$ cat src/rtl/display_pkg.sv
// ============================================================================
// display_pkg : shared constants, FSM states and helpers for the BCD display
// Revision    : 1.0 - initial release
// ============================================================================
`default_nettype none

package display_pkg;

   localparam logic [3:0] BLANK_CODE = 4'hF;

   typedef enum logic [1:0] {
      IDLE  = 2'd0,
      SHIFT = 2'd1,
      DONE  = 2'd2
   } state_t;

   // Largest value representable in 'digits' decimal digits: 10^digits - 1.
   function automatic logic [63:0] max_bcd_value(input int digits);
      logic [63:0] v;
      v = 64'd1;
      for (int i = 0; i < digits; i++) begin
         v = v * 64'd10;
      end
      return v - 64'd1;
   endfunction

endpackage

`default_nettype wire

$ cat src/rtl/credit_bcd_display_if.sv
// ============================================================================
// credit_bcd_display_if : count-in / digits-out bundle of the BCD display
// Revision              : 1.0 - initial release
// ============================================================================
`default_nettype none

interface credit_bcd_display_if #(
   parameter int CNT_W  = 4,
   parameter int DIGITS = 4
);
   logic                  in_valid;
   logic                  in_ready;
   logic [CNT_W-1:0]      count;
   logic                  blank_lz;
   logic [4*DIGITS-1:0]   digits;
   logic                  out_valid;
   logic                  ovf;

   modport master (
      output in_valid, count, blank_lz,
      input  in_ready, digits, out_valid, ovf
   );

   modport slave (
      input  in_valid, count, blank_lz,
      output in_ready, digits, out_valid, ovf
   );
endinterface

`default_nettype wire

$ cat src/rtl/bcd_digit_adj.sv
// ============================================================================
// bcd_digit_adj : double-dabble digit correction (>=5 -> +3), combinational
// Revision      : 1.0 - initial release
// ============================================================================
`default_nettype none

module bcd_digit_adj (
   input  wire logic [3:0] d_i,
   output logic      [3:0] d_o
);
   assign d_o = (d_i >= 4'd5) ? d_i + 4'd3 : d_i;
endmodule

`default_nettype wire

$ cat src/rtl/credit_bcd_display.sv
// ============================================================================
// credit_bcd_display : scales a credit count by STEP and converts it to BCD
//                      digits via a shift-and-add-3 FSM, with saturation
// Revision           : 1.0 - initial release
// ============================================================================
`default_nettype none

module credit_bcd_display
   import display_pkg::*;
#(
   parameter int CNT_W  = 4,
   parameter int STEP   = 10,
   parameter int DIGITS = 4
) (
   input  wire logic             clk,
   input  wire logic             rst_n,
   credit_bcd_display_if.slave   bus
);

   localparam int          PROD_W   = (STEP == 1) ? CNT_W : CNT_W + $clog2(STEP);
   localparam int          BCD_W    = 4 * DIGITS;
   localparam int          CNT_BITS = $clog2(PROD_W + 1);
   localparam logic [63:0] MAX_VAL  = max_bcd_value(DIGITS);

   state_t                state_q,     state_d;
   logic [PROD_W-1:0]     bin_q,       bin_d;
   logic [BCD_W-1:0]      bcd_q,       bcd_d;
   logic [CNT_BITS-1:0]   cnt_q,       cnt_d;
   logic                  ovf_pend_q,  ovf_pend_d;
   logic                  blank_q,     blank_d;
   logic [BCD_W-1:0]      digits_q,    digits_d;
   logic                  ovf_q,       ovf_d;
   logic                  out_valid_q, out_valid_d;

   logic [PROD_W-1:0]     w_prod;
   logic                  w_prod_ovf;
   logic [BCD_W-1:0]      w_bcd_adj;
   logic [BCD_W-1:0]      w_blanked;

   assign w_prod     = PROD_W'(bus.count) * PROD_W'(STEP);
   assign w_prod_ovf = (64'(w_prod) > MAX_VAL);

   for (genvar gi = 0; gi < DIGITS; gi++) begin : g_adj
      bcd_digit_adj u_adj (
         .d_i (bcd_q[4*gi +: 4]),
         .d_o (w_bcd_adj[4*gi +: 4])
      );
   end

   // Blank every digit above the most significant non-zero one; digit 0 always shows.
   always_comb begin
      logic w_seen;
      w_seen    = 1'b0;
      w_blanked = bcd_q;
      for (int i = DIGITS - 1; i > 0; i--) begin
         if (bcd_q[4*i +: 4] != 4'd0) begin
            w_seen = 1'b1;
         end
         if (!w_seen) begin
            w_blanked[4*i +: 4] = BLANK_CODE;
         end
      end
   end

   always_comb begin
      state_d     = state_q;
      bin_d       = bin_q;
      bcd_d       = bcd_q;
      cnt_d       = cnt_q;
      ovf_pend_d  = ovf_pend_q;
      blank_d     = blank_q;
      digits_d    = digits_q;
      ovf_d       = ovf_q;
      out_valid_d = 1'b0;

      case (state_q)
         IDLE: begin
            if (bus.in_valid) begin
               bin_d      = w_prod;
               bcd_d      = '0;
               cnt_d      = CNT_BITS'(PROD_W);
               ovf_pend_d = w_prod_ovf;
               blank_d    = bus.blank_lz;
               state_d    = SHIFT;
            end
         end
         SHIFT: begin
            {bcd_d, bin_d} = {w_bcd_adj, bin_q} << 1;
            cnt_d          = cnt_q - CNT_BITS'(1);
            if (cnt_q == CNT_BITS'(1)) begin
               state_d = DONE;
            end
         end
         DONE: begin
            if (ovf_pend_q) begin
               digits_d = {DIGITS{4'h9}};
            end else if (blank_q) begin
               digits_d = w_blanked;
            end else begin
               digits_d = bcd_q;
            end
            ovf_d       = ovf_pend_q;
            out_valid_d = 1'b1;
            state_d     = IDLE;
         end
         default: begin
            state_d = IDLE;
         end
      endcase
   end

   always_ff @(posedge clk or negedge rst_n) begin
      if (!rst_n) begin
         state_q     <= IDLE;
         bin_q       <= '0;
         bcd_q       <= '0;
         cnt_q       <= '0;
         ovf_pend_q  <= 1'b0;
         blank_q     <= 1'b0;
         digits_q    <= '0;
         ovf_q       <= 1'b0;
         out_valid_q <= 1'b0;
      end else begin
         state_q     <= state_d;
         bin_q       <= bin_d;
         bcd_q       <= bcd_d;
         cnt_q       <= cnt_d;
         ovf_pend_q  <= ovf_pend_d;
         blank_q     <= blank_d;
         digits_q    <= digits_d;
         ovf_q       <= ovf_d;
         out_valid_q <= out_valid_d;
      end
   end

   assign bus.in_ready  = (state_q == IDLE);
   assign bus.digits    = digits_q;
   assign bus.ovf       = ovf_q;
   assign bus.out_valid = out_valid_q;

endmodule

`default_nettype wire

$ cat src/flat_wrapper.sv
// flat-port wrapper written by rule: the top's interface ports become plain ports
module credit_bcd_display_flat import display_pkg::*;
#(
   parameter int CNT_W  = 4,
   parameter int STEP   = 10,
   parameter int DIGITS = 4
)
  (clk, rst_n, bus_in_valid, bus_count, bus_blank_lz, bus_in_ready, bus_digits, bus_out_valid, bus_ovf);
  credit_bcd_display_if #(.CNT_W(CNT_W), .DIGITS(DIGITS)) bus_i ();
  input  wire logic clk;
  input  wire logic rst_n;
  input wire logic [$bits(bus_i.in_valid)-1:0] bus_in_valid;
  input wire logic [$bits(bus_i.count)-1:0] bus_count;
  input wire logic [$bits(bus_i.blank_lz)-1:0] bus_blank_lz;
  output wire logic [$bits(bus_i.in_ready)-1:0] bus_in_ready;
  output wire logic [$bits(bus_i.digits)-1:0] bus_digits;
  output wire logic [$bits(bus_i.out_valid)-1:0] bus_out_valid;
  output wire logic [$bits(bus_i.ovf)-1:0] bus_ovf;
  assign bus_i.in_valid = bus_in_valid;
  assign bus_i.count = bus_count;
  assign bus_i.blank_lz = bus_blank_lz;
  assign bus_in_ready = bus_i.in_ready;
  assign bus_digits = bus_i.digits;
  assign bus_out_valid = bus_i.out_valid;
  assign bus_ovf = bus_i.ovf;
  credit_bcd_display #(.CNT_W(CNT_W), .STEP(STEP), .DIGITS(DIGITS)) u_core (.clk(clk), .rst_n(rst_n), .bus(bus_i));
endmodule
$ cat config.mk
export PLATFORM = sky130hd
export DESIGN_NAME = credit_bcd_display_flat
export DESIGN_NICKNAME = d
export VERILOG_FILES = /design/src/rtl/display_pkg.sv /design/src/rtl/credit_bcd_display_if.sv /design/src/rtl/bcd_digit_adj.sv /design/src/rtl/credit_bcd_display.sv /design/src/flat_wrapper.sv
export SDC_FILE = /design/constraint.sdc
export NUM_CORES = 1
export LEC_CHECK = 0
export ABC_AREA = 1
export CAP_MARGIN = 0
export CORE_UTILIZATION = 35
export CTS_CLUSTER_SIZE = 16
export DETAILED_ROUTE_END_ITERATION = 8
export GPL_TIMING_DRIVEN = 0
export PLACE_DENSITY = 0.65
export SYNTH_ARGS = -nofsm -noshare
export SYNTH_HDL_FRONTEND = slang
export SYNTH_SLANG_ARGS = --single-unit
$ cat constraint.sdc
create_clock -name clk -period 2.4 [get_ports clk]
set_input_delay 0.48 -clock clk [delete_from_list [all_inputs] [get_ports clk]]
set_output_delay 0.48 -clock clk [all_outputs]
set_load 0.02 [all_outputs]
==> results.md <==
* Worst R2R Path Depth at 6
* Worst Clk Skew at roughly 0.01 ns
* Skew-Pair Late Insertion Delay at about 0.30 ns
* Synthesized area at between 2000 and 2500 sq um
* Largest net degree at the start of global routing at 25
* H-tree levels at 2
* Cell area after layout at 2982 sq um
* Share of the yosys chip area belonging to registers at a little under half
* Number of diodes at 0
* Syn Nets at 326
* CTS Buf Count at 5
* Status: completed
* Peak supply drop at roughly 0.00030 V
* Min cycle time layout at 2.056 ns
* Syn Inst Count at around 300
* TritonCTS clock tree: built
* Flop2flop setup slack at approximately 0.85 ns
* # IOs at 27
* Slew Limit Fails at 0
* Vias per inst at between 4 and 5
* Fin nets at approximately 360
* DR WL/cell at 11.29 um
* CP required at 1.92 ns
* DR pass1 iterations at 4
* Dpl cell area at between 2000 and 3000 sq um
* RSZ-0062 raised after global routing: no
* Ys Warns at 0
* Area grow syn2layout at 19.57%
* DR DRC count at 0
* Post-route antenna net violation count at 0
* DRT iter0 DRCs at 80
* Fmax at a little under 500 MHz
* Final setup fails at 0
* Total Wirelength at 4.853 mm
* Total GRT Usage at between 10% and 20%
* Reg2reg end: u_core.bus.digits[5]
* Post-cts sizing count at 0
* Crit Path Class: register to output port
* Row count at 30
* Final Cycle Share at about 86%
* Tightest Pin Transition at 0.5515 ns
* Slew headroom at between 60% and 70%
* FF-to-FF Start: u_core.bcd_q[12]
* Vias post-DR at 1994
* Root Driver: clkbuf_8
* Max-Cap Viols at 0
* Worst Path Arrival at between 1.5 and 2 ns
* Avg Inst Size Synth at between 8 and 9 sq um
* Initial core utilization at between 30% and 40%
* Layout Utilization at 43.64%
* Yosys cell types at 30
* Crit path launch type: register
* Total gr overflow at 0
* PD cells at 1277 nW/um^2
* P_leak at 1.498 nW
* Antenna violations before repair at 0
* Share of cells above drive strength 1 at around 6.9%
* Worst setup EP type: output port
* First-pass GRT wire length at 8.424 mm
* Final hold viol count at 0
* Post-CTS Hold Buffers at 0
* DP HPWL at roughly 3.6 mm
* CTS Sinks at 47
* Core Area at between 6000 and 7000 sq um
* Routability Congestion at 0.8193
* DIE WIDTH at 86.41 um
* #FFs+latches synth at 47
* IO buf count at 25
* Postcts setup bufs at 0
* Number of global-route vias before repair at approximately 1.9k
* Clock buffer depth at 2
* Die Height at around 86 um
* Clock transition at path regs at 0.09 ns
* CP max FO at 4
* Die area at ~7500 sq um
* Worst hold path class: input pin to asynchronous set/reset pin
-- power by group --
part,switching (W),total (W),internal [W]
clock,0.000269,0.000575,0.000306
sequential,0.000239,0.00137,0.00113
combinational,0.00109,0.00187,0.000773
-- cells in the mapped netlist --
library cell,instances,area share [%]
clkinv_2,1,0.20
conb_1,1,0.15
buf_8,1,0.60
inv_2,1,0.15
nor2_1,24,3.6
dfrtp_1,47,47
o22ai_2,1,0.50
a21oi_1,10,2.0
nor2_4,1,0.45
a31oi_1,4,1.0
nand3_1,22,4.4
xor2_1,1,0.35
o211ai_1,1,0.30
ha_1,16,8.0
o21ai_0,14,2.8
buf_6,3,1.4
nand2_4,1,0.45
nor2_2,1,0.25
nand4_1,9,2.3
fa_1,1,0.80
nand3b_1,1,0.30
xnor2_1,1,0.35
inv_6,1,0.35
nor3_1,1,0.20
inv_1,35,5.3
o21ai_4,1,0.65
o21ai_1,3,0.60
nand2_1,93,14
buf_4,3,0.90
o22ai_1,2,0.50
-- layer usage --
metal  global-route usage (%)  part of all wire [%]  vias up
met3                    2.857                   3.1        5
met4                    4.848                   1.3        0
met1                    18.52                    49      932
met5                        0                     0        -
met2                    24.53                    47       33
li1                         -                     -     1024
-- cell type report --
cell class,count,area [sq um]
multi-input combinational,209,1097
buffer,7,71.32
tap,96,120.1
inverter,38,148.9
clock inverter,1,30.03
fill,703,3850
clock buffer,6,72.57
timing repair buffer,26,265.3
sequential,47,1176
-- state kept, by name, summed over array words and instances (netlist names) --
name                  flops
u_core.bus.digits        16
u_core.blank_q            1
u_core.bcd_q             16
u_core.bus.out_valid      1
u_core.bin_q              7
u_core.state_q            2
u_core.cnt_q              4
-- worst max-delay path: stages (launching register included) --
cell and delay [ns]:
dfrtp_1 0.48, nor2_1 0.17, clkdlybuf4s50_1 0.62
-- metrics by stage --
stage	hold slack (ns)	setup slack, ns	TNS, ns	total power (W)	instances
6_report	0.1558	0.3435	0	0.003808	430
5_1_grt	0.1975	0.2412	0	0.004160	430
4_1_cts	0.1694	0.3262	0	0.003851	430
3_5_place_dp	0.4660	0.09265	0	0.003271	423
3_3_place_gp	0.4630	-0.4963	-23.23	0.003210	422
2_1_floorplan	0.1844	0.6766	0	0.002677	301
-- worst max path at each step --
stage,startpoint,to,slack [ns]
after CTS,u_core.state_q[0],bus_in_ready,0.33
after floorplan,bus_count[1],u_core.bin_q[5],0.68
after detailed placement,bus_count[3],u_core.bin_q[5],0.09
final,u_core.state_q[0],bus_in_ready,0.34
after global routing,u_core.state_q[0],bus_in_ready,0.24
after global placement,rst_n,u_core.bcd_q[13],-0.50
-- cell families after synthesis --
kind of cell	after synthesis	share of synthesized area (%)
AND/OR/NAND/NOR	153	25.94
other	1	0.1504
flip-flops	47	47.17
XOR/XNOR	2	0.7026
AO/OA/AOI/OAI	36	8.379
buffers and inverters	45	8.830
adder cells (fa/ha/maj)	17	8.831
-- cell usage in the layout, fill, tap and decap left out, drive strengths merged --
cell           Yosys  layout
nand3b             1       1
clkinv             1       1
xnor2              1       1
o21ai             18      18
clkbuf             0       6
conb               1       1
nand2             94      94
nor2              26      26
clkdlybuf4s50      0      24
xor2               1       1
o22ai              3       3
fa                 1       1
ha                16      16
nor3               1       1
dfrtp             47      47
nand3             22      22
buf                7       9
a21oi             10      10
bufinv             0       1
inv               37      37
o211ai             1       1
a31oi              4       4
nand4              9       9
(Power assumes the default switching activity.)
